### src/rtl/img_ram_arbiter.sv
// Single-port image RAM arbiter for host, coprocessor read and coprocessor write.
// Default is fixed priority cp_wr > cp_rd > host; define ARB_ROUND_ROBIN_EN for rotating priority.
module img_ram_arbiter #(
  parameter int ADDR_W = 12,
  parameter int DATA_W = 32,
  parameter int RD_LAT = 1
) (
  input  logic              clk_50M,
  input  logic              reset,
  input  logic              host_req,
  input  logic              host_we,
  input  logic [ADDR_W-1:0] host_addr,
  input  logic [DATA_W-1:0] host_wdata,
  output logic              host_gnt,
  output logic              host_rvalid,
  output logic [DATA_W-1:0] host_rdata,
  input  logic              cp_rd_req,
  input  logic [ADDR_W-1:0] cp_rd_addr,
  output logic              cp_rd_gnt,
  output logic              cp_rd_valid,
  output logic [DATA_W-1:0] cp_rd_data,
  input  logic              cp_wr_req,
  input  logic [ADDR_W-1:0] cp_wr_addr,
  input  logic [DATA_W-1:0] cp_wr_data,
  output logic              cp_wr_gnt,
  output logic [ADDR_W-1:0] ram_addr,
  output logic [DATA_W-1:0] ram_wdata,
  output logic              ram_we,
  input  logic [DATA_W-1:0] ram_q,
  output logic              busy
);

  // Bit positions of the requesters in every 3-bit request/grant vector.
  typedef enum logic [1:0] {
    SRC_CP_WR = 2'd0,
    SRC_CP_RD = 2'd1,
    SRC_HOST  = 2'd2
  } src_e;

  logic [2:0]        gnt_q;
  logic [2:0]        win_d;
  logic [2:0]        elig;
  logic [ADDR_W-1:0] ram_addr_q;
  logic [DATA_W-1:0] ram_wdata_q;
  logic              ram_we_q;
  logic [1:0]        rd_tag;
  logic [1:0]        tag_q [RD_LAT];
  logic              tag_any;
  logic              host_rvalid_q;
  logic              cp_rd_valid_q;
  logic [DATA_W-1:0] host_rdata_q;
  logic [DATA_W-1:0] cp_rd_data_q;

  // A port granted this cycle still shows req for the access already issued.
  assign elig[SRC_CP_WR] = cp_wr_req & ~gnt_q[SRC_CP_WR];
  assign elig[SRC_CP_RD] = cp_rd_req & ~gnt_q[SRC_CP_RD];
  assign elig[SRC_HOST]  = host_req  & ~gnt_q[SRC_HOST];

`ifdef ARB_ROUND_ROBIN_EN
  src_e       ptr_q;
  src_e       ptr_d;
  logic [5:0] elig_rot;
  logic [5:0] win_unrot;
  logic [2:0] rot_win;

  // Rotate so the pointed-to port sits at bit 0, take the lowest set bit, rotate back.
  // NOTE: every always_comb output gets a default first so no latch is inferred.
  always_comb begin
    elig_rot  = {elig, elig} >> ptr_q;
    rot_win   = elig_rot[2:0] & (~elig_rot[2:0] + 3'd1);
    win_unrot = {rot_win, rot_win} << ptr_q;
    win_d     = win_unrot[5:3];
    ptr_d     = ptr_q;
    if (win_d[SRC_CP_WR])      ptr_d = SRC_CP_RD;
    else if (win_d[SRC_CP_RD]) ptr_d = SRC_HOST;
    else if (win_d[SRC_HOST])  ptr_d = SRC_CP_WR;
  end

  always_ff @(posedge clk_50M) begin
    if (!reset) ptr_q <= SRC_CP_WR;
    else        ptr_q <= ptr_d;
  end
`else
  always_comb begin
    win_d            = '0;
    win_d[SRC_CP_WR] = elig[SRC_CP_WR];
    win_d[SRC_CP_RD] = elig[SRC_CP_RD] & ~elig[SRC_CP_WR];
    win_d[SRC_HOST]  = elig[SRC_HOST]  & ~elig[SRC_CP_RD] & ~elig[SRC_CP_WR];
  end
`endif

  // Reads issued this cycle enter the tag pipeline; writes never return data.
  assign rd_tag = {gnt_q[SRC_CP_RD], gnt_q[SRC_HOST] & ~ram_we_q};

  // NOTE: sequential state uses non-blocking assignments so every register samples pre-edge values.
  always_ff @(posedge clk_50M) begin
    if (!reset) begin
      gnt_q         <= '0;
      ram_addr_q    <= '0;
      ram_wdata_q   <= '0;
      ram_we_q      <= 1'b0;
      for (int i = 0; i < RD_LAT; i++) tag_q[i] <= '0;
      host_rvalid_q <= 1'b0;
      cp_rd_valid_q <= 1'b0;
      host_rdata_q  <= '0;
      cp_rd_data_q  <= '0;
    end else begin
      gnt_q    <= win_d;
      ram_we_q <= 1'b0;
      if (win_d[SRC_CP_WR]) begin
        ram_addr_q  <= cp_wr_addr;
        ram_wdata_q <= cp_wr_data;
        ram_we_q    <= 1'b1;
      end else if (win_d[SRC_CP_RD]) begin
        ram_addr_q  <= cp_rd_addr;
      end else if (win_d[SRC_HOST]) begin
        ram_addr_q  <= host_addr;
        ram_wdata_q <= host_wdata;
        ram_we_q    <= host_we;
      end

      tag_q[0] <= rd_tag;
      for (int i = 1; i < RD_LAT; i++) tag_q[i] <= tag_q[i-1];

      host_rvalid_q <= tag_q[RD_LAT-1][0];
      cp_rd_valid_q <= tag_q[RD_LAT-1][1];
      if (tag_q[RD_LAT-1][0]) host_rdata_q <= ram_q;
      if (tag_q[RD_LAT-1][1]) cp_rd_data_q <= ram_q;
    end
  end

  always_comb begin
    tag_any = 1'b0;
    for (int i = 0; i < RD_LAT; i++) tag_any = tag_any | (|tag_q[i]);
  end

  assign cp_wr_gnt   = gnt_q[SRC_CP_WR];
  assign cp_rd_gnt   = gnt_q[SRC_CP_RD];
  assign host_gnt    = gnt_q[SRC_HOST];
  assign ram_addr    = ram_addr_q;
  assign ram_wdata   = ram_wdata_q;
  // A write already on the RAM port when reset is asserted must not land.
  assign ram_we      = ram_we_q & reset;
  assign host_rvalid = host_rvalid_q;
  assign host_rdata  = host_rdata_q;
  assign cp_rd_valid = cp_rd_valid_q;
  assign cp_rd_data  = cp_rd_data_q;
  assign busy        = (|gnt_q) | tag_any;

endmodule
### config.mk
export PLATFORM = sky130hd
export DESIGN_NAME = img_ram_arbiter
export DESIGN_NICKNAME = d
export VERILOG_FILES = /design/src/rtl/img_ram_arbiter.sv
export SDC_FILE = /design/constraint.sdc
export NUM_CORES = 1
export LEC_CHECK = 0
export ABC_AREA = 1
export CORE_MARGIN = 1
export CORE_UTILIZATION = 40
export DETAILED_ROUTE_END_ITERATION = 8
export PLACE_DENSITY = 0.81
export RECOVER_POWER = 50
export SETUP_SLACK_MARGIN = 0.1
export SYNTH_ARGS = -nofsm -noshare
export SYNTH_HDL_FRONTEND = slang
export SYNTH_SLANG_ARGS = --single-unit
### constraint.sdc
create_clock -name clk_50M -period 1.58 [get_ports clk_50M]
set_input_delay 0.158 -clock clk_50M [delete_from_list [all_inputs] [get_ports clk_50M]]
set_output_delay 0.158 -clock clk_50M [all_outputs]
set_load 0.05 [all_outputs]
==> flow_summary.ini, run 1 <==
[run_status]
outcome = completed

[synth]
yosysSeqAreaShare_pct = 47.52
synthCells = 707
synthArstFlopShare_pct = 0
yosysTopAreaCellShare_pct = 47.52
ys_top_cells_by_count = nor2_1, nand2_1, dfxtp_1
synth.most_common_cell = nor2_1
yosys_warnings = 0
ys.flop_type = dfxtp_1
synth_top_cell_by_area = dfxtp_1
synth_cell_types = 21
syn-num-nets = 845
syn_area_um2 = 4887
synth_edf_count = 0
synth_seq_cells = 116
yosys-top-cells-area = dfxtp_1, nor2_1, nand2_1, o21ai_0, nand3b_1
avgSynthCellArea_um2 = 6.913

[setup_path]
max_stage_delay_ns = 0.35
crit_chain = nor3_2 -> nand3_2 -> buf_12
cp.arrival_ns = 1.31
cp_num_buf_inv = 1
cp_max_fo = 3
crit_slowest_cell = dfxtp_1
end_kind = output pin
start_kind = register
critPathKind = register to output pin
crit_family = simple AND/OR/NAND/NOR gates
cp.required_ns = 1.42

[clock_tree]
clock_latency_ns = 0.40
holdBufCountCts = 0
cts-root-buf = clkbuf_16
postCtsSetupBuffers = 0
cts_inserted_buffers = 17
path_clk_slew_ns = 0.06
htreeDepth = 4
cts_buffer_depth = 2
cts.sinks = 116
cts_tree = built

[global_routing]
grt.overflow.total = 0
grt_start_max_net_pins = 34
grt_pass1_wl_um = 24680
track_usage_pct = 24.51
antenna_found_initial = 0
grt_pass1_vias = 5054

[pwr]
cellLeakagePower_nw = 3.718
power_density_nw_per_um2 = 1192
ir_worst_vdd_mv = 0.7375
power_mw = 9.401

[cells_and_area]
antenna_cells = 0
syn2layout_area_growth_pct = 61.32
fin_nets = 1090
drive_gt1_share_pct = 14.09
final_util_pct = 65.91
fillers = 1104

[place]
io_buffers = 252
dp_hpwl_um = 10610
gp_congestion = 0.7821

[sta]
slew_headroom_pct = 55.34
fmax_mhz = 680.8
finalHoldViolations = 0
fin_crit_sh_pct = 92.96
skew_ns = 0.01023
finalSetupTns_ns = 0
tightest_slew_ns = 0.6727
setup_viol = 0
fin_crit_ns = 1.469
maxSlewViolCount = 0
rsz0062_at_grt = true

[min_path]
hold_path_class = input pin to register

[detailed_routing]
drt_wl_total_um = 15180
remaining_drc_errors = 0
routed_via_density = 4.763
drtPass1Iterations = 4
first_iter_violations = 427
vias = 5296
antenna_left = 0
wl_per_cell_um = 13.65

[floorplanning]
start_util_pct = 40.86
num_io_pins = 253
row_count = 40
die_h_um = 112.5
die_w_um = 112.5
core_um2 = 11960
die_area_um2 = 12660

[flow_run]
maxCapViolations = 0
## tightest hold or removal path, stage by stage
cell and delay, ns:
buf_2 0.28, o21ai_0 0.14, nor2_1 0.05
## state kept, by name, summed over array words and instances (netlist names)
name,count
ram_addr,12
host_rvalid,1
ram_wdata,32
cp_rd_data,32
ram_we_q,1
cp_rd_valid,1
host_rdata,32
tag_q,2
gnt_q,3
## metrics by stage
step	setup slack [ns]	area, um2	instances	hold slack, ns
floorplan	0.1236	4890	707	0.2929
global placement	0.09031	7396	1080	0.4179
detailed placement	0.02010	7396	1080	0.4337
CTS	0.1210	8066	1112	0.2490
global route	0.05095	7884	1112	0.2790
finish	0.1112	7884	1112	0.2729
## routing by layer
metal / wire length, um / track usage (%)
met1: 6564 / 29.70
met2: 7183 / 41.70
met3: 1165 / 6.803
met4: 269 / 8.711
met5: 0 / 0
## cell usage in the layout (no fill, tap or decap), drive strengths merged
cell / Yosys / final
nor3: 4 / 4
o21ai: 76 / 76
nor2: 220 / 220
nand2: 171 / 171
inv: 12 / 16
nand3b: 32 / 32
dfxtp: 116 / 116
clkinvlp: 0 / 3
nand3: 15 / 15
clkdlybuf4s50: 0 / 136
clkbuf: 22 / 67
a21oi: 13 / 13
bufinv: 0 / 5
clkinv: 0 / 2
buf: 26 / 89
## timing repair
action                                  4_1_cts  5_1_grt
cloned                                        0        0
resized for setup                             2        1
endpoints found under the setup margin        1        3
## cell families (layout without fill, tap and decap cells)
kind of cell | after synthesis | after routing | synth area share [%]
AO/OA/AOI/OAI | 89 | 89 | 9.114
buffers and inverters | 60 | 318 | 5.479
AND/OR/NAND/NOR | 442 | 442 | 37.89
flip-flops | 116 | 116 | 47.52
## where the power goes
group	internal [mW]	switching, mW	leakage, nW
combinational	0.753	1.19	2.45
sequential	3.10	0.0841	0.951
clock	2.86	1.41	0.314
## worst paths after layout
check | from | to | slack [ns] | depth (start not counted)
hold / removal | reset | host_rdata[26] | 0.27 | 3
setup reg to reg | gnt_q[0] | ram_addr[8] | 0.21 | 7
hold reg to reg | ram_we_q | tag_q[0][0] | 0.44 | 1
setup / recovery | gnt_q[2] | busy | 0.11 | 3
## area by class of cell
class                      instances  area (um2)  area share, %
tap                              147       183.9          2.333
timing repair buffer             274        2364          29.98
inverter                          12       45.04         0.5713
sequential                       116        2323          29.47
clock buffer                      18       439.2          5.571
clock inverter                    14       221.5          2.809
multi-input combinational        531        2307          29.27
Note: power is estimated with default switching activity, not from simulation.
==> inputs of run 2 (changes only) <==
MAX_ROUTING_LAYER = met4   (was not set)
==> run 2 against run 1 <==
Compared with the run above: clock skew decreased by 0.0013 ns; die area unchanged; sequential power about the same; clock-buffer cell count unchanged; register-to-register slack about the same; cell area unchanged; sequential share of layout area unchanged; non-clock buffer count unchanged; combinational power about the same; critical path type unchanged.
==> flow_summary.ini, run 2 (synthesis results as in run 1) <==
[place]
gp_congestion = 0.7929
io_buffers = 252
dp_hpwl_um = 10610
dpl_cell_area_um2 = 7396

[setup_path]
crit_chain = nor3_2 -> nand3_2 -> buf_12
start_kind = register
r2r_start = gnt_q[0]
crit_start = gnt_q[2]
critPathKind = register to output pin
cp.required_ns = 1.42
end_kind = output pin
r2r_setup_slack_ns = 0.20
cp_num_buf_inv = 1
cp.arrival_ns = 1.31
crit_slowest_cell = dfxtp_1
r2r_end = ram_addr[8]
reg2reg_depth = 7
crit_family = simple AND/OR/NAND/NOR gates
crit_end = busy
cp_max_fo = 3
max_stage_delay_ns = 0.35
crit_cells = 3

[sta]
rsz0062_at_grt = true
maxSlewViolCount = 0
fin_crit_sh_pct = 92.71
slew_headroom_pct = 55.38
finalSetupTns_ns = 0
fin_crit_ns = 1.465
fmax_mhz = 682.7
skew_ns = 0.008944
finalHoldViolations = 0
tightest_slew_ns = 0.6722
setup_viol = 0

[clock_tree]
cts_tree = built
holdBufCountCts = 0
cts.sinks = 116
htreeDepth = 4
path_clk_slew_ns = 0.06
cts_buffer_depth = 2
cts_inserted_buffers = 17
cts-root-buf = clkbuf_16
clock_latency_ns = 0.40

[cells_and_area]
final_cell_mix = nor2_1, nand2_1, clkdlybuf4s50_1
fin_nets = 1090
final_common_cell = nor2_1
antenna_cells = 0
postLayoutCellArea_um2 = 7884
drive_gt1_share_pct = 14.09
syn2layout_area_growth_pct = 61.32

[floorplanning]
start_util_pct = 40.86
die_w_um = 112.5
num_io_pins = 253
core_um2 = 11960
die_area_um2 = 12660
die_h_um = 112.5
row_count = 40

[pwr]
combPwrFrac_pct = 20.7
power_density_nw_per_um2 = 1192
seqPwrFrac_pct = 33.9
power.share.switching_pct = 28.57
p_switching_mw = 2.686
power_frac_clock_pct = 45.4
power_mw = 9.400
internal_power_mw = 6.714
cellLeakagePower_nw = 3.718
ir_worst_vdd_mv = 0.7342

[detailed_routing]
first_iter_violations = 436
routed_via_density = 4.783
remaining_drc_errors = 0
drt_wl_total_um = 15170
vias = 5319
antenna_left = 0
drtPass1Iterations = 5
wl_per_cell_um = 13.64

[flow_run]
maxCapViolations = 0

[global_routing]
grt_start_max_net_pins = 34
antenna_found_initial = 0
grt_pass1_vias = 5063
grt_pass1_wl_um = 24650
grt.overflow.total = 0
track_usage_pct = 25.28

[min_path]
hold_path_class = input pin to register

[run_status]
outcome = completed
[run 2: worst min path at each step]
stage               slack (ns)             end  cells after the start      from
floorplan                 0.29   cp_rd_data[0]                      2  ram_q[0]
global placement          0.42     tag_q[0][0]                      1  ram_we_q
detailed placement        0.43     tag_q[0][0]                      1  ram_we_q
CTS                       0.25  cp_rd_data[25]                      3     reset
global route              0.28  host_rdata[25]                      3     reset
finish                    0.27  cp_rd_data[25]                      3     reset
[run 2: area by class of cell]
cell class                 count  area (um2)
clock inverter                14       221.5
timing repair buffer         274        2364
sequential                   116        2323
clock buffer                  18       439.2
tap                          147       183.9
inverter                      12       45.04
fill                        1104        4078
multi-input combinational    531        2307
[run 2: power by group through the flow]
stage               Clock [mW]  Sequential [mW]  Combinational, mW
global route              4.48             3.20               2.09
CTS                       4.32             3.19               2.01
finish                    4.27             3.19               1.95
global placement             0             3.24               1.99
floorplan                    0             3.83              0.572
detailed placement           0             3.25               2.00
[run 2: timing repair]
item                                    4_1_cts  5_1_grt
resized for setup                             2        1
endpoints found under the setup margin        1        3
buffers inserted                              0        0
[run 2: per-stage QoR]
step / utilization, % / hold WS [ns] / cells / setup WS, ns
floorplan: - / 0.2929 / 707 / 0.1236
global placement: 61.83 / 0.4179 / 1080 / 0.09031
detailed placement: 61.83 / 0.4337 / 1080 / 0.02010
CTS: 67.44 / 0.2490 / 1112 / 0.1210
global route: 65.91 / 0.2790 / 1112 / 0.05094
finish: 65.91 / 0.2738 / 1112 / 0.1152
[run 2: tightest hold or removal path: cells and delay by family]
family          cells  cell delay [ns]
buf+inv             1             0.28
compound gates      1             0.15
simple gates        1             0.05
[run 2: routing by layer]
layer	global-route usage, %	vias to the layer above	wire length, um
met2	41.45	205	7134
li1	-	2716	-
met5	-	-	0
met4	8.711	0	283
met1	30.74	2376	6875
met3	5.508	22	877
==> inputs of run 3 (changes only) <==
CORE_ASPECT_RATIO = 1.4   (was not set)
==> run 3 against run 2 <==
Compared with the run above: sequential share of layout area grew 0.25 points; global-route usage fell by 0.22 points; core utilization down 0.11 points; die area is essentially flat; maximum frequency increased by 0.86%; routed wire length increased by 1.1%; worst hold slack lost 0.085 ns; via count up 0.38%; final cell count grew 0.18%; sequential cell count stayed put.
==> flow_summary.ini, run 3 (synthesis results as in run 1) <==
[setup_path]
cp.required_ns = 1.42
r2r_start = gnt_q[0]
cp_max_fo = 4
end_kind = output pin
crit_start = gnt_q[1]
critPathKind = register to output pin
cp.arrival_ns = 1.29
start_kind = register

[cells_and_area]
syn2layout_area_growth_pct = 59.93
fillers = 1106
final_util_pct = 65.80
final_common_cell = nor2_1
stdcell_count = 1114
final_cell_mix = nor2_1, nand2_1, clkdlybuf4s50_1
multi_input_area_um2 = 2308
drive_gt1_share_pct = 12.31
fin_nets = 1093
seqCellArea_um2 = 2323
postLayoutCellArea_um2 = 7816
antenna_cells = 0

[pwr]
power_density_nw_per_um2 = 1195
ir_worst_vdd_mv = 0.6513
cellLeakagePower_nw = 3.636
power_mw = 9.341

[sta]
finalHoldViolations = 0
fin_crit_sh_pct = 91.92
maxSlewViolCount = 0
rsz0062_at_grt = true
tightest_slew_ns = 0.6754
skew_ns = 0.01110
finalSetupTns_ns = 0
setup_ws_ns = 0.1277
setup_viol = 0
fin_crit_ns = 1.452
slew_headroom_pct = 55.17
fin_hold_ws_ns = 0.1887
fmax_mhz = 688.6

[floorplanning]
row_count = 47
num_io_pins = 253
die_h_um = 132.8
die_area_um2 = 12670
die_w_um = 95.42
core_um2 = 11880
start_util_pct = 41.14

[detailed_routing]
antenna_left = 0
first_iter_violations = 191
vias = 5339
wl_per_cell_um = 13.77
routed_via_density = 4.793
remaining_drc_errors = 0
drtPass1Iterations = 6
drt_wl_total_um = 15340

[flow_run]
maxCapViolations = 0

[place]
dp_hpwl_um = 10820
dp_cells = 1080
io_buffers = 252
dpl_cell_area_um2 = 7383
place_ws_ns = 0.03263
gp_congestion = 0.9208

[clock_tree]
htreeDepth = 4
cts_inserted_buffers = 17
cts_buffer_depth = 2
path_clk_slew_ns = 0.06
clock_latency_ns = 0.41
holdBufCountCts = 0
cts_tree = built
cts.sinks = 116
cts-root-buf = clkbuf_16

[global_routing]
track_usage_pct = 25.05
grt.overflow.total = 0
grt_pass1_vias = 5044
grt_start_max_net_pins = 53
antenna_found_initial = 0
grt_pass1_wl_um = 24010

[run_status]
outcome = completed

[min_path]
min-delay-start = reset
hold_path_class = input pin to register
==> run 3: worst max-delay path, cell delays in order (launching register included) <==
cell,delay [ns]
dfxtp_1,0.36
nor3_4,0.20
nand3_1,0.15
buf_12,0.18
==> run 3: metal layers <==
layer,vias up,global-route usage [%],wire [um]
met3,35,6.897,1046
met4,0,10.61,388
li1,2726,-,-
met1,2380,25.56,5867
met5,-,-,0
met2,198,43.93,8032
==> run 3: layout make-up <==
class / instances / area share [%]
sequential: 116 / 29.73
multi-input combinational: 531 / 29.53
timing repair buffer: 277 / 29.44
clock buffer: 17 / 5.443
clock inverter: 14 / 2.881
tap: 147 / 2.353
inverter: 12 / 0.6243
==> run 3: path summary, 6_finish.rpt <==
check	slack, ns	depth (start not counted)	end
worst min-delay path	0.19	3	host_rdata[19]
worst max register to register	0.23	7	ram_addr[9]
worst min register to register	0.45	1	tag_q[0][0]
worst max-delay path	0.13	3	busy
==> run 3: where the power goes <==
group	total [mW]	internal (mW)	switching, mW
Combinational	1.92	0.733	1.19
Sequential	3.19	3.10	0.0848
Clock	4.23	2.81	1.42
==> run 3: what timing repair did <==
item                                    CTS  global route
endpoints found under the setup margin    1             5
setup buffers                             1             2
pin swaps                                 0             1
gates resized for setup                   3             2
